$ cat config.mk
export PLATFORM = sky130hd
export DESIGN_NAME = dmem_responder_flat
export DESIGN_NICKNAME = d
export VERILOG_FILES = /design/src/rtl/dmem_responder_if.sv /design/src/rtl/dmem_responder.sv /design/src/flat_wrapper.sv
export SDC_FILE = /design/constraint.sdc
export NUM_CORES = 2
export LEC_CHECK = 0
export CORE_MARGIN = 5
export CORE_UTILIZATION = 50
export CTS_CLUSTER_SIZE = 14
export DETAILED_ROUTE_END_ITERATION = 10
export PLACE_DENSITY = 0.66
export SLEW_MARGIN = 20
export SYNTH_ARGS = -nofsm -noshare
export SYNTH_HDL_FRONTEND = slang
export SYNTH_SLANG_ARGS = --single-unit
$ cat constraint.sdc
create_clock -name clk -period 3.45 [get_ports clk]
set_input_delay 0.5175 -clock clk [delete_from_list [all_inputs] [get_ports clk]]
set_output_delay 0.5175 -clock clk [all_outputs]
set_load 0.01 [all_outputs]
$ cat src/rtl/dmem_responder_if.sv
// Request/response bundle between the EX/MEM stage and the data memory responder.
interface dmem_responder_if;
    logic        req_valid;
    logic        req_we;
    logic [31:0] req_addr;
    logic [31:0] req_wdata;
    logic        stall;
    logic        rsp_valid;
    logic [31:0] rdata;
    logic        rsp_err;

    modport master (
        output req_valid, req_we, req_addr, req_wdata,
        input  stall, rsp_valid, rdata, rsp_err
    );

    modport slave (
        input  req_valid, req_we, req_addr, req_wdata,
        output stall, rsp_valid, rdata, rsp_err
    );
endinterface

$ cat src/rtl/dmem_responder.sv
// Multi-cycle data memory responder: IDLE -> WAIT -> RESP with pipeline stall.
// Optional feature: define DMEM_MISALIGN_TRAP_EN to trap misaligned accesses via rsp_err.
module dmem_responder #(
    parameter int DEPTH       = 64,
    parameter int WAIT_CYCLES = 2
) (
    input  logic             clk,
    input  logic             reset,
    dmem_responder_if.slave  bus
);

    localparam int AW = $clog2(DEPTH);
    localparam logic [3:0] CntLoad = (WAIT_CYCLES == 0) ? 4'd0 : 4'(WAIT_CYCLES - 1);

    typedef enum logic [1:0] {
        IDLE,
        WAIT,
        RESP
    } state_t;

    state_t      state_q;
    logic [3:0]  cnt_q;
    logic        we_q;
    logic [AW-1:0] idx_q;
    logic [31:0] wdata_q;
    logic [31:0] rdata_q;
    logic        rspValid_q;
    logic        rspErr_q;
    logic [31:0] mem [DEPTH];
`ifdef DMEM_MISALIGN_TRAP_EN
    logic        mis_q;
`endif

    logic          acceptNow;
    logic          enterResp;
    logic          accWe;
    logic [AW-1:0] accIdx;
    logic [31:0]   accWdata;
    logic          accMis;

    wire unusedAddrBits = ^{bus.req_addr[31:AW+2], bus.req_addr[1:0]};

    // With zero wait states the access happens on the accept edge, so the
    // live request fields feed the memory instead of the latched copies.
    always_comb begin
        acceptNow = (state_q == IDLE) && bus.req_valid;
        enterResp = (acceptNow && (WAIT_CYCLES == 0)) ||
                    ((state_q == WAIT) && (cnt_q == 4'd0));
        accWe     = (state_q == IDLE) ? bus.req_we : we_q;
        accIdx    = (state_q == IDLE) ? bus.req_addr[AW+1:2] : idx_q;
        accWdata  = (state_q == IDLE) ? bus.req_wdata : wdata_q;
`ifdef DMEM_MISALIGN_TRAP_EN
        accMis    = (state_q == IDLE) ? (bus.req_addr[1:0] != 2'b00) : mis_q;
`else
        accMis    = 1'b0;
`endif
    end

    always_ff @(posedge clk or negedge reset) begin
        if (!reset) begin
            state_q    <= IDLE;
            cnt_q      <= 4'd0;
            we_q       <= 1'b0;
            idx_q      <= '0;
            wdata_q    <= '0;
            rdata_q    <= '0;
            rspValid_q <= 1'b0;
            rspErr_q   <= 1'b0;
`ifdef DMEM_MISALIGN_TRAP_EN
            mis_q      <= 1'b0;
`endif
            for (int i = 0; i < DEPTH; i++) begin
                mem[i] <= '0;
            end
        end else begin
            rspValid_q <= enterResp;
            rspErr_q   <= enterResp && accMis;
            if (enterResp && !accMis) begin
                if (accWe) begin
                    mem[accIdx] <= accWdata;
                end else begin
                    rdata_q <= mem[accIdx];
                end
            end

            // RESP ignores req_valid: it still belongs to the retiring request.
            case (state_q)
                IDLE: begin
                    if (bus.req_valid) begin
                        we_q    <= bus.req_we;
                        idx_q   <= bus.req_addr[AW+1:2];
                        wdata_q <= bus.req_wdata;
`ifdef DMEM_MISALIGN_TRAP_EN
                        mis_q   <= (bus.req_addr[1:0] != 2'b00);
`endif
                        if (WAIT_CYCLES == 0) begin
                            state_q <= RESP;
                        end else begin
                            state_q <= WAIT;
                            cnt_q   <= CntLoad;
                        end
                    end
                end
                WAIT: begin
                    if (cnt_q == 4'd0) begin
                        state_q <= RESP;
                    end else begin
                        cnt_q <= cnt_q - 4'd1;
                    end
                end
                RESP:    state_q <= IDLE;
                default: state_q <= IDLE;
            endcase
        end
    end

    assign bus.stall     = acceptNow || (state_q == WAIT);
    assign bus.rsp_valid = rspValid_q;
    assign bus.rdata     = rdata_q;
    assign bus.rsp_err   = rspErr_q;

endmodule
$ cat src/flat_wrapper.sv
// flat-port wrapper written by rule: the top's interface ports become plain ports
module dmem_responder_flat 
#(
    parameter int DEPTH       = 64,
    parameter int WAIT_CYCLES = 2
)
  (clk, reset, bus_req_valid, bus_req_we, bus_req_addr, bus_req_wdata, bus_stall, bus_rsp_valid, bus_rdata, bus_rsp_err);
  dmem_responder_if bus_i ();
  input  logic clk;
  input  logic reset;
  input wire logic [$bits(bus_i.req_valid)-1:0] bus_req_valid;
  input wire logic [$bits(bus_i.req_we)-1:0] bus_req_we;
  input wire logic [$bits(bus_i.req_addr)-1:0] bus_req_addr;
  input wire logic [$bits(bus_i.req_wdata)-1:0] bus_req_wdata;
  output wire logic [$bits(bus_i.stall)-1:0] bus_stall;
  output wire logic [$bits(bus_i.rsp_valid)-1:0] bus_rsp_valid;
  output wire logic [$bits(bus_i.rdata)-1:0] bus_rdata;
  output wire logic [$bits(bus_i.rsp_err)-1:0] bus_rsp_err;
  assign bus_i.req_valid = bus_req_valid;
  assign bus_i.req_we = bus_req_we;
  assign bus_i.req_addr = bus_req_addr;
  assign bus_i.req_wdata = bus_req_wdata;
  assign bus_stall = bus_i.stall;
  assign bus_rsp_valid = bus_i.rsp_valid;
  assign bus_rdata = bus_i.rdata;
  assign bus_rsp_err = bus_i.rsp_err;
  dmem_responder #(.DEPTH(DEPTH), .WAIT_CYCLES(WAIT_CYCLES)) u_core (.clk(clk), .reset(reset), .bus(bus_i));
endmodule
==> flow_metrics.tcl <==
set metrics [dict create \
    grt_usage 0.392 \
    slew_violations 0 \
    synth_compound_area_frac 0.215 \
    vdd_drop_max_mv 0.782 \
    hold_class "in -> reg" \
    tightest_slew_ns 1.17 \
    design.portCount 103 \
    syn_to_final_growth_pct 20.1 \
    yosysTopAreaCell "dfrtp_1" \
    postSynthRegisterBits 2126 \
    synthesis.area_sq_um 91300 \
    power_mw 96.4 \
    crit_type "reg -> reg" \
    setup_viol 7 \
    crit_start "u_core.state_q[0]$_DFFE_PN0P_" \
    cpPeakStageDelay_ns 0.47 \
    fp.dieW_um 437 \
    period_needed_ns 3.58 \
    first_iter_violations 13388 \
    grt_start_max_net_pins 158 \
    multiInputGateArea_sq_um 35200 \
    powerDensity_nw_per_um2 879 \
    drc 0 \
    insertion_delay_ns 0.90 \
    post-route-period-util 1.04 \
    synthMostInstantiatedCell "dfrtp_1" \
    dr.pass1.iters 10 \
    cpMostUsedCell "buf_12" \
    leakage_nw 49.2 \
    fillers 14727 \
    finalClockSkew_ns 0.0382 \
    synth_edf_count 0 \
    totalWireLength_um 383000 \
    cp_slowest_cell "dfrtp_2" \
    holdWs_ns 0.141 \
    required_ns 4.20 \
    cts.clk_slew.worst_paths_ns 0.06 \
    yosysUniqueCellTypes 86 \
    coreArea_sq_um 181000 \
    crit-reg2reg-launch "u_core.state_q[0]$_DFFE_PN0P_" \
    violations "negative setup slack" \
    startpoint_type "register" \
    synthAdderAreaFrac 0.000137 \
    worstHoldStart "bus_req_addr[2]" \
    cts-root-buf "clkbuf_16" \
    dpl_cell_area_sq_um 102000 \
    rsz0062_at_grt "true" \
    initial_core_util 0.504 \
    clock_path_buffers 3 \
    outcome "finished with violations" \
    post_synth_xor_area_fraction 0.000192 \
    cap_viol_max_count 0 \
    muxShareOfSynthArea 0.0395 \
    rrSetupSlack_ns -0.13 \
    finalHoldViolCount 0 \
    crit_path_end_kind "register" \
    drive_above_1_share 0.158 \
    synth_fp_nets 9336 \
    seqCellArea_sq_um 53200 \
    synth_cells 9267 \
    synth_area_per_cell_sq_um 9.85 \
    die_h_um 437 \
    path_cells "buf_4 -> or2_1 -> buf_12 -> a21oi_4 -> buf_12 -> buf_4 -> o22ai_1 -> o21ai_0 -> nor4b_4 -> buf_12 -> a31oi_1" \
    synth_top_family_by_area "compound AO/OA/AOI/OAI gates" \
    drt.antenna.violating_nets 0 \
    ctsHtreeMaxLevel 4 \
    synth_flop_cell "dfrtp_1" \
    final_cell_area_sq_um 110000 \
    slew_headroom 0.217 \
    gp_congestion 0.977 \
    die_area_sq_um 191000 \
    dp_hpwl_um 245000 \
    cp_max_fo 14 \
    antenna_found_initial 22 \
    synth_async_sr_flop_share 1.00 \
    synthTopCellsByArea "dfrtp_1, a21oi_1, nor2_1" \
    ys_warn_count 0 \
    max_freq_ghz 0.280 \
    vias_per_cell 6.68 \
    finalNetCount 9615 \
    via_count 80864 \
    port_buffers 75 \
    routedWlPerCell_um 31.6 \
    cts_sinks 2126 \
    rows 156 \
    grt_pass1_vias 76945 \
    seq_area_frac_synth 0.583 \
    tritoncts "built" \
    cp.arrival_ns 4.33 \
    synth_common_cells "dfrtp_1, nor2_1, a21oi_1, nand2_1, o21ai_0" \
    grt_pass1_wl_um 547000 \
    synth_top_area_frac 0.583 \
    synth_simple_gate_area_share 0.119 \
    cts_buffers 216 \
    grt_overflow 0 \
    worst_slack_ns -0.128 \
]
[kinds of logic after synthesis]
| family | after synthesis |
|---|---|
| AOI/OAI and AO/OA | 3311 |
| xor gates and xnor gates | 2 |
| adders and majority gates | 1 |
| buffers and inverters | 886 |
| DFF | 2126 |
| muxes | 344 |
| other | 1 |
| and+or+nand+nor | 2596 |
[report_power, final]
group	leakage [nW]	total (mW)	switching (mW)	internal (mW)
Clock	3.47	23.5	10.3	13.2
Combinational	16.3	37.1	24.2	12.9
Sequential	29.4	35.8	4.26	31.6
[cells in the final DEF (no fill, tap or decap), types with 129 or more instances in the layout]
cell,netlist,layout
mux2i_1,214,180
buf_12,0,310
a21oi_1,1594,1594
o21ai_0,594,594
mux2_2,129,129
dfrtp_1,2126,2122
nand2_1,692,688
nor2_1,1606,1585
a22oi_1,446,446
a31oi_1,133,130
clkbuf_16,0,221
buf_4,46,551
[sequential cells by signal (all words and copies together), names as in the netlist]
name                  flops
u_core.we_q               1
u_core.wdata_q           32
u_core.state_q            2
u_core.mem             2048
u_core.cnt_q              4
u_core.bus.rsp_valid      1
u_core.bus.rdata         32
u_core.idx_q              6
[area by class of cell]
type                    instances  share of cell area
multi-input cells            6255               0.321
clock inverters                71             0.00631
diodes                         12            0.000274
well taps                    2370              0.0270
inverters                       3            0.000103
clock buffers                 316              0.0578
flip-flops and latches       2126               0.485
repair buffers                944               0.103
[worst max-delay path: cells and delay by family (launching register included)]
kind | cells | cell delay, ns
DFF | 1 | 0.47
AOI/OAI and AO/OA | 4 | 0.93
and+or+nand+nor | 2 | 0.87
buffers and inverters | 5 | 1.15
[worst paths after layout]
kind                                                    endpoint  depth (start not counted)
worst max register to register  u_core.bus.rdata[19]$_DFFE_PN0P_                         11
worst max-delay path            u_core.bus.rdata[19]$_DFFE_PN0P_                         11
worst min register to register      u_core.mem[1530]$_DFFE_PN0P_                          2
worst min-delay path                 u_core.idx_q[0]$_DFFE_PN0P_                          4
max in group asynchronous           u_core.mem[1556]$_DFFE_PN0P_                          5
min in group asynchronous           u_core.mem[1023]$_DFFE_PN0P_                          2
[per-stage QoR]
step	setup slack, ns	cells	setup TNS [ns]	utilization
after floorplan	0.711	9267	0	-
after global placement	-0.950	11683	-334.83	0.564
after detailed placement	-0.945	11684	-372.73	0.564
after CTS	0.00292	12072	0	0.604
after global routing	-0.0157	12087	-0.0331	0.605
final	-0.128	12097	-0.425	0.605
[what timing repair did]
item,CTS,global route
setup buffers,0,11
hold endpoints to repair,181,0
setup endpoints to repair,10,38
cloned,0,2
hold buffers,1,0
gates resized for setup,22,30
pin swaps,4,8
[per-layer routing]
| layer | vias to the layer above | global-route usage | wire length (um) |
|---|---|---|---|
| li1 | 33392 | - | - |
| met1 | 39637 | 0.519 | 140000 |
| met2 | 6147 | 0.558 | 159000 |
| met3 | 1668 | 0.113 | 50700 |
| met4 | 20 | 0.272 | 33000 |
| met5 | - | 0.00176 | 125 |
Power figures use the tool's default switching activity.
